==> src/rtl/spi_byte_shifter.sv <==
// Oversampled SPI mode-0 byte shifter: synchronisers, edge detect, rx framing, tx on falling edges.
// A loaded tx byte starts on the first falling sclk edge after the load; cs_n high resets framing.
module spi_byte_shifter (
  input  logic       clk,
  input  logic       rst,
  input  logic       sclk_i,
  input  logic       mosi_i,
  input  logic       cs_n_i,
  input  logic       tx_load_i,
  input  logic [7:0] tx_byte_i,
  output logic       miso_o,
  output logic       rx_valid_o,
  output logic [7:0] rx_byte_o,
  output logic       cs_active_o
);

  logic [2:0] sclk_sync_q;
  logic [1:0] mosi_sync_q;
  logic [1:0] cs_sync_q;
  logic [2:0] bit_cnt_q;
  logic [7:0] rx_sh_q;
  logic       rx_valid_q;
  logic [7:0] tx_buf_q;
  logic [7:0] tx_sh_q;
  logic       tx_pend_q;
  logic       miso_q;
  logic       rise;
  logic       fall;
  logic       cs_hi;

  assign rise  = sclk_sync_q[1] & ~sclk_sync_q[2];
  assign fall  = ~sclk_sync_q[1] & sclk_sync_q[2];
  assign cs_hi = cs_sync_q[1];

  always_ff @(posedge clk or posedge rst) begin
    if (rst) begin
      sclk_sync_q <= 3'b000;
      mosi_sync_q <= 2'b11;
      cs_sync_q   <= 2'b11;
    end else begin
      sclk_sync_q <= {sclk_sync_q[1:0], sclk_i};
      mosi_sync_q <= {mosi_sync_q[0], mosi_i};
      cs_sync_q   <= {cs_sync_q[0], cs_n_i};
    end
  end

  always_ff @(posedge clk or posedge rst) begin
    if (rst) begin
      bit_cnt_q  <= 3'd0;
      rx_sh_q    <= 8'hFF;
      rx_valid_q <= 1'b0;
      tx_buf_q   <= 8'hFF;
      tx_sh_q    <= 8'hFF;
      tx_pend_q  <= 1'b0;
      miso_q     <= 1'b1;
    end else if (cs_hi) begin
      bit_cnt_q  <= 3'd0;
      rx_valid_q <= 1'b0;
      tx_sh_q    <= 8'hFF;
      tx_pend_q  <= 1'b0;
      miso_q     <= 1'b1;
    end else begin
      rx_valid_q <= rise && (bit_cnt_q == 3'd7);
      if (rise) begin
        rx_sh_q   <= {rx_sh_q[6:0], mosi_sync_q[1]};
        bit_cnt_q <= bit_cnt_q + 3'd1;
      end
      if (fall) begin
        if (tx_pend_q) begin
          miso_q    <= tx_buf_q[7];
          tx_sh_q   <= {tx_buf_q[6:0], 1'b1};
          tx_pend_q <= 1'b0;
        end else begin
          miso_q  <= tx_sh_q[7];
          tx_sh_q <= {tx_sh_q[6:0], 1'b1};
        end
      end
      // A load in the same clk as a falling edge is kept for the next byte.
      if (tx_load_i) begin
        tx_buf_q  <= tx_byte_i;
        tx_pend_q <= 1'b1;
      end
    end
  end

  assign miso_o      = miso_q;
  assign rx_valid_o  = rx_valid_q;
  assign rx_byte_o   = rx_sh_q;
  assign cs_active_o = ~cs_hi;

endmodule

==> config.mk <==
export PLATFORM = sky130hd
export DESIGN_NAME = spi_byte_shifter
export DESIGN_NICKNAME = d
export VERILOG_FILES = /design/src/rtl/spi_byte_shifter.sv
export SDC_FILE = /design/constraint.sdc
export NUM_CORES = 1
export LEC_CHECK = 0
export ABC_AREA = 1
export BUFFER_PORTS_ARGS = -buffer_cell sky130_fd_sc_hd__buf_2
export CORE_ASPECT_RATIO = 1.4
export CORE_MARGIN = 3
export CORE_UTILIZATION = 58
export DETAILED_ROUTE_END_ITERATION = 16
export PLACE_DENSITY = 0.9
export REMOVE_ABC_BUFFERS = 1
export SYNTH_ARGS = -nofsm -noshare
export SYNTH_HDL_FRONTEND = slang
export SYNTH_SLANG_ARGS = --single-unit
==> constraint.sdc <==
create_clock -name clk -period 1.6 [get_ports clk]
set_input_delay 0.32 -clock clk [delete_from_list [all_inputs] [get_ports clk]]
set_output_delay 0.32 -clock clk [all_outputs]
set_load 0.02 [all_outputs]
==> metrics.md <==
| Metric | Value |
|---|---|
| Status | `complete, no violations` |
| Clock sink count | `36` |
| Number of synthesized register bits | `36` |
| Hold-fix buffers at CTS | `0` |
| Worst-path clk slew | `100 ps` |
| Port Buf Inserts | `24` |
| Seq/Total Area, Yosys | `61.7%` |
| Drt via density | `5.00` |
| Number of routed nets with antenna violations | `0` |
| Synth unique cells | `18` |
| Async set or reset register ratio after synthesis | `100%` |
| Worst-Margin Slew | `432 ps` |
| Net count, final | `205` |
| Post-CTS setup buffer count | `0` |
| Tcrit/Tclk final | `91.2%` |
| Io pins | `25` |
| R2R Path Start | `bit_cnt_q[0]$_DFFE_PP0P_` |
| FF-to-FF End | `bit_cnt_q[2]$_DFFE_PP0P_` |
| Worst reg2reg path depth | `4` |
| Fin crit period | `1460 ps` |
| Filler-free cell count of the finished design | `224` |
| Yosys warns | `0` |
| Largest delay share family, worst path | `flip-flops` |
| Initial DRC Count | `33` |
| Final WS setup | `141 ps` |
| Critical path required time | `1280 ps` |
| Final Setup Violations | `0` |
| Crit path DAT | `1140 ps` |
| Initial Util | `62.1%` |
| Place WS | `474 ps` |
| Avg Cell Area, Syn | `9.48 um2` |
| Initial antenna violation count | `0` |
| Die width | `49.2 um` |
| R2R setup slack | `440 ps` |
| Critical path cell sequence | `inv_4 > buf_2` |
| Grt ovf | `0` |
| Detailed Routing Iterations Pass 1 | `4` |
| Area growth syn-to-layout | `13.4%` |
| Final hold vios | `0` |
| H-tree depth | `2` |
| First-pass GRT wire length | `4.76 mm` |
| Max-cap violations | `0` |
| Via count | `1120` |
| CTS Buf Count | `5` |
| WP buf/inv | `2` |
| Register area | `936 um2` |
| Routed wire length | `2.76 mm` |
| Cell area after layout | `1720 um2` |
| LEAKAGE | `0.891 nW` |
| FP Rows | `21` |
| Critical path startpoint category | `register` |
| All-Layer GR Usage | `19.5%` |
| Layout cells sized above 1 | `37.4%` |
| Relative slew margins | `71.2%` |
| Crit-path max FO | `17` |
| TritonCTS clock tree | `done` |
| Ys flop type | `dfstp_2` |
| Area after DPL | `1660 um2` |
| # resized after CTS | `0` |
| Setup TNS Final | `0 ps` |
| Post-synth EDFFs | `0` |
| CP Capture Type | `output port` |
| Detailed Place HPWL | `2.04 mm` |
| Final Wtd Congestion | `0.809` |
| Largest net degree at the start of global routing | `37` |
| Clk root buf | `clkbuf_4` |
| Syn Inst Count | `160` |
| Mapped cell area | `1520 um2` |
| Core footprint | `2440 um2` |
| Worst Path Class, Setup | `register to output port` |
| Highest-delay cell along the critical path | `dfstp_2` |
| Die H | `66.5 um` |
| Diodes inserted | `0` |
| Vias in the first global route | `1122` |
| DRC | `0` |
| Slowest stage delay, CP | `560 ps` |
| Post-Route Skew | `11.3 ps` |
| WL/cell | `12.3 um` |
| Placed cell count | `216` |
| Fmax | `0.685 GHz` |
| Power Dens Cells | `1130 nW/um2` |
| Clk buf depth | `2` |
| Fin. max-slew vios | `0` |
| Later-pin clock latency in the skew report | `320 ps` |
| Worst vdd rail ir drop | `0.000785 V` |
| Fillers | `194` |
| Area of the multi-input gates | `519 um2` |
| RSZ-0062 raised after global routing | `false` |
| Type of the worst min-delay path | `input port to async pin` |
| Overall power | `1.94 mW` |
| Die area | `3270 um2` |
==> worst register-to-register path: stages (launching register included) <==
cell,delay (ps)
dfrtp_1,420
ha_1,230
ha_1,270
nand2_1,80
nand2_1,60
==> state kept, by name, indices dropped and copies added (netlist names) <==
name and count:
tx_pend_q 1, tx_sh_q 7, miso_o 1, rx_valid_o 1
mosi_sync_q 2, rx_byte_o 8, sclk_sync_q 3, tx_buf_q 8
cs_sync_q 2, bit_cnt_q 3
==> report_power, final <==
group	total, mW	internal, mW	switching, mW
logic	0.314	0.108	0.206
registers	1.14	1.07	0.0660
clock network	0.488	0.217	0.271
total	1.94	1.40	0.543
==> stage by stage <==
| stage | hold slack, ps | utilization (%) |
|---|---|---|
| after CTS | 64.6 | 70.4 |
| after global routing | 69.1 | 70.4 |
| after floorplan | 324 | - |
| after global placement | 334 | 68.0 |
| after detailed placement | 343 | 68.0 |
| final | 72.5 | 70.4 |
==> metal layers <==
layer,part of all wire (%),global-route usage [%],routed length [um]
met4,1.6,9.25,45
met3,3.7,3.58,102
met5,0,0,0
met2,56,36.4,1550
met1,39,21.0,1070
==> cells in the final DEF, fill, tap and decap left out, drive strengths merged, types with 3 or more instances in the layout <==
master	count
nor2	3
nand2	86
dfrtp	8
a21oi	7
inv	7
clkbuf	8
dfstp	28
nand3	13
buf	26
==> area by class of cell <==
type                       count  share of cell area, %
tap                           34                   2.47
multi-input combinational    113                   30.2
sequential                    36                   54.4
clock buffer                   8                   3.42
inverter                       7                   1.67
timing repair buffer          26                   7.85
==> logic make-up after synthesis <==
family	share of synthesized area, %
fa+ha+maj	1.65
buf+inv	4.04
compound gates	3.22
flops	61.7
simple gates	29.4
==> cells in the mapped netlist, types with 2 or more instances <==
cell type,number,area (um2)
inv_2,4,15.0
dfstp_2,28,736
dfrtp_1,8,200
nor2_1,2,7.51
nand2_4,2,22.5
inv_1,2,7.51
ha_1,2,25.0
a21oi_1,7,35.0
buf_2,2,10.0
nand2_1,83,312
buf_6,2,22.5
nand3_1,12,60.1
==> how the worst max path moves through the flow <==
stage / from / end / slack [ps] / cells past startpoint
2_1_floorplan: cs_sync_q[1]$_DFF_PP1_ / tx_pend_q$_DFFE_PP0P_ / 490 / 3
3_3_place_gp: cs_sync_q[1]$_DFF_PP1_ / cs_active_o / 500 / 2
3_5_place_dp: bit_cnt_q[0]$_DFFE_PP0P_ / bit_cnt_q[2]$_DFFE_PP0P_ / 470 / 4
4_1_cts: cs_sync_q[1]$_DFF_PP1_ / cs_active_o / 130 / 2
5_1_grt: cs_sync_q[1]$_DFF_PP1_ / cs_active_o / 90 / 2
6_report: cs_sync_q[1]$_DFF_PP1_ / cs_active_o / 140 / 2
Power figures use the tool's default switching activity.
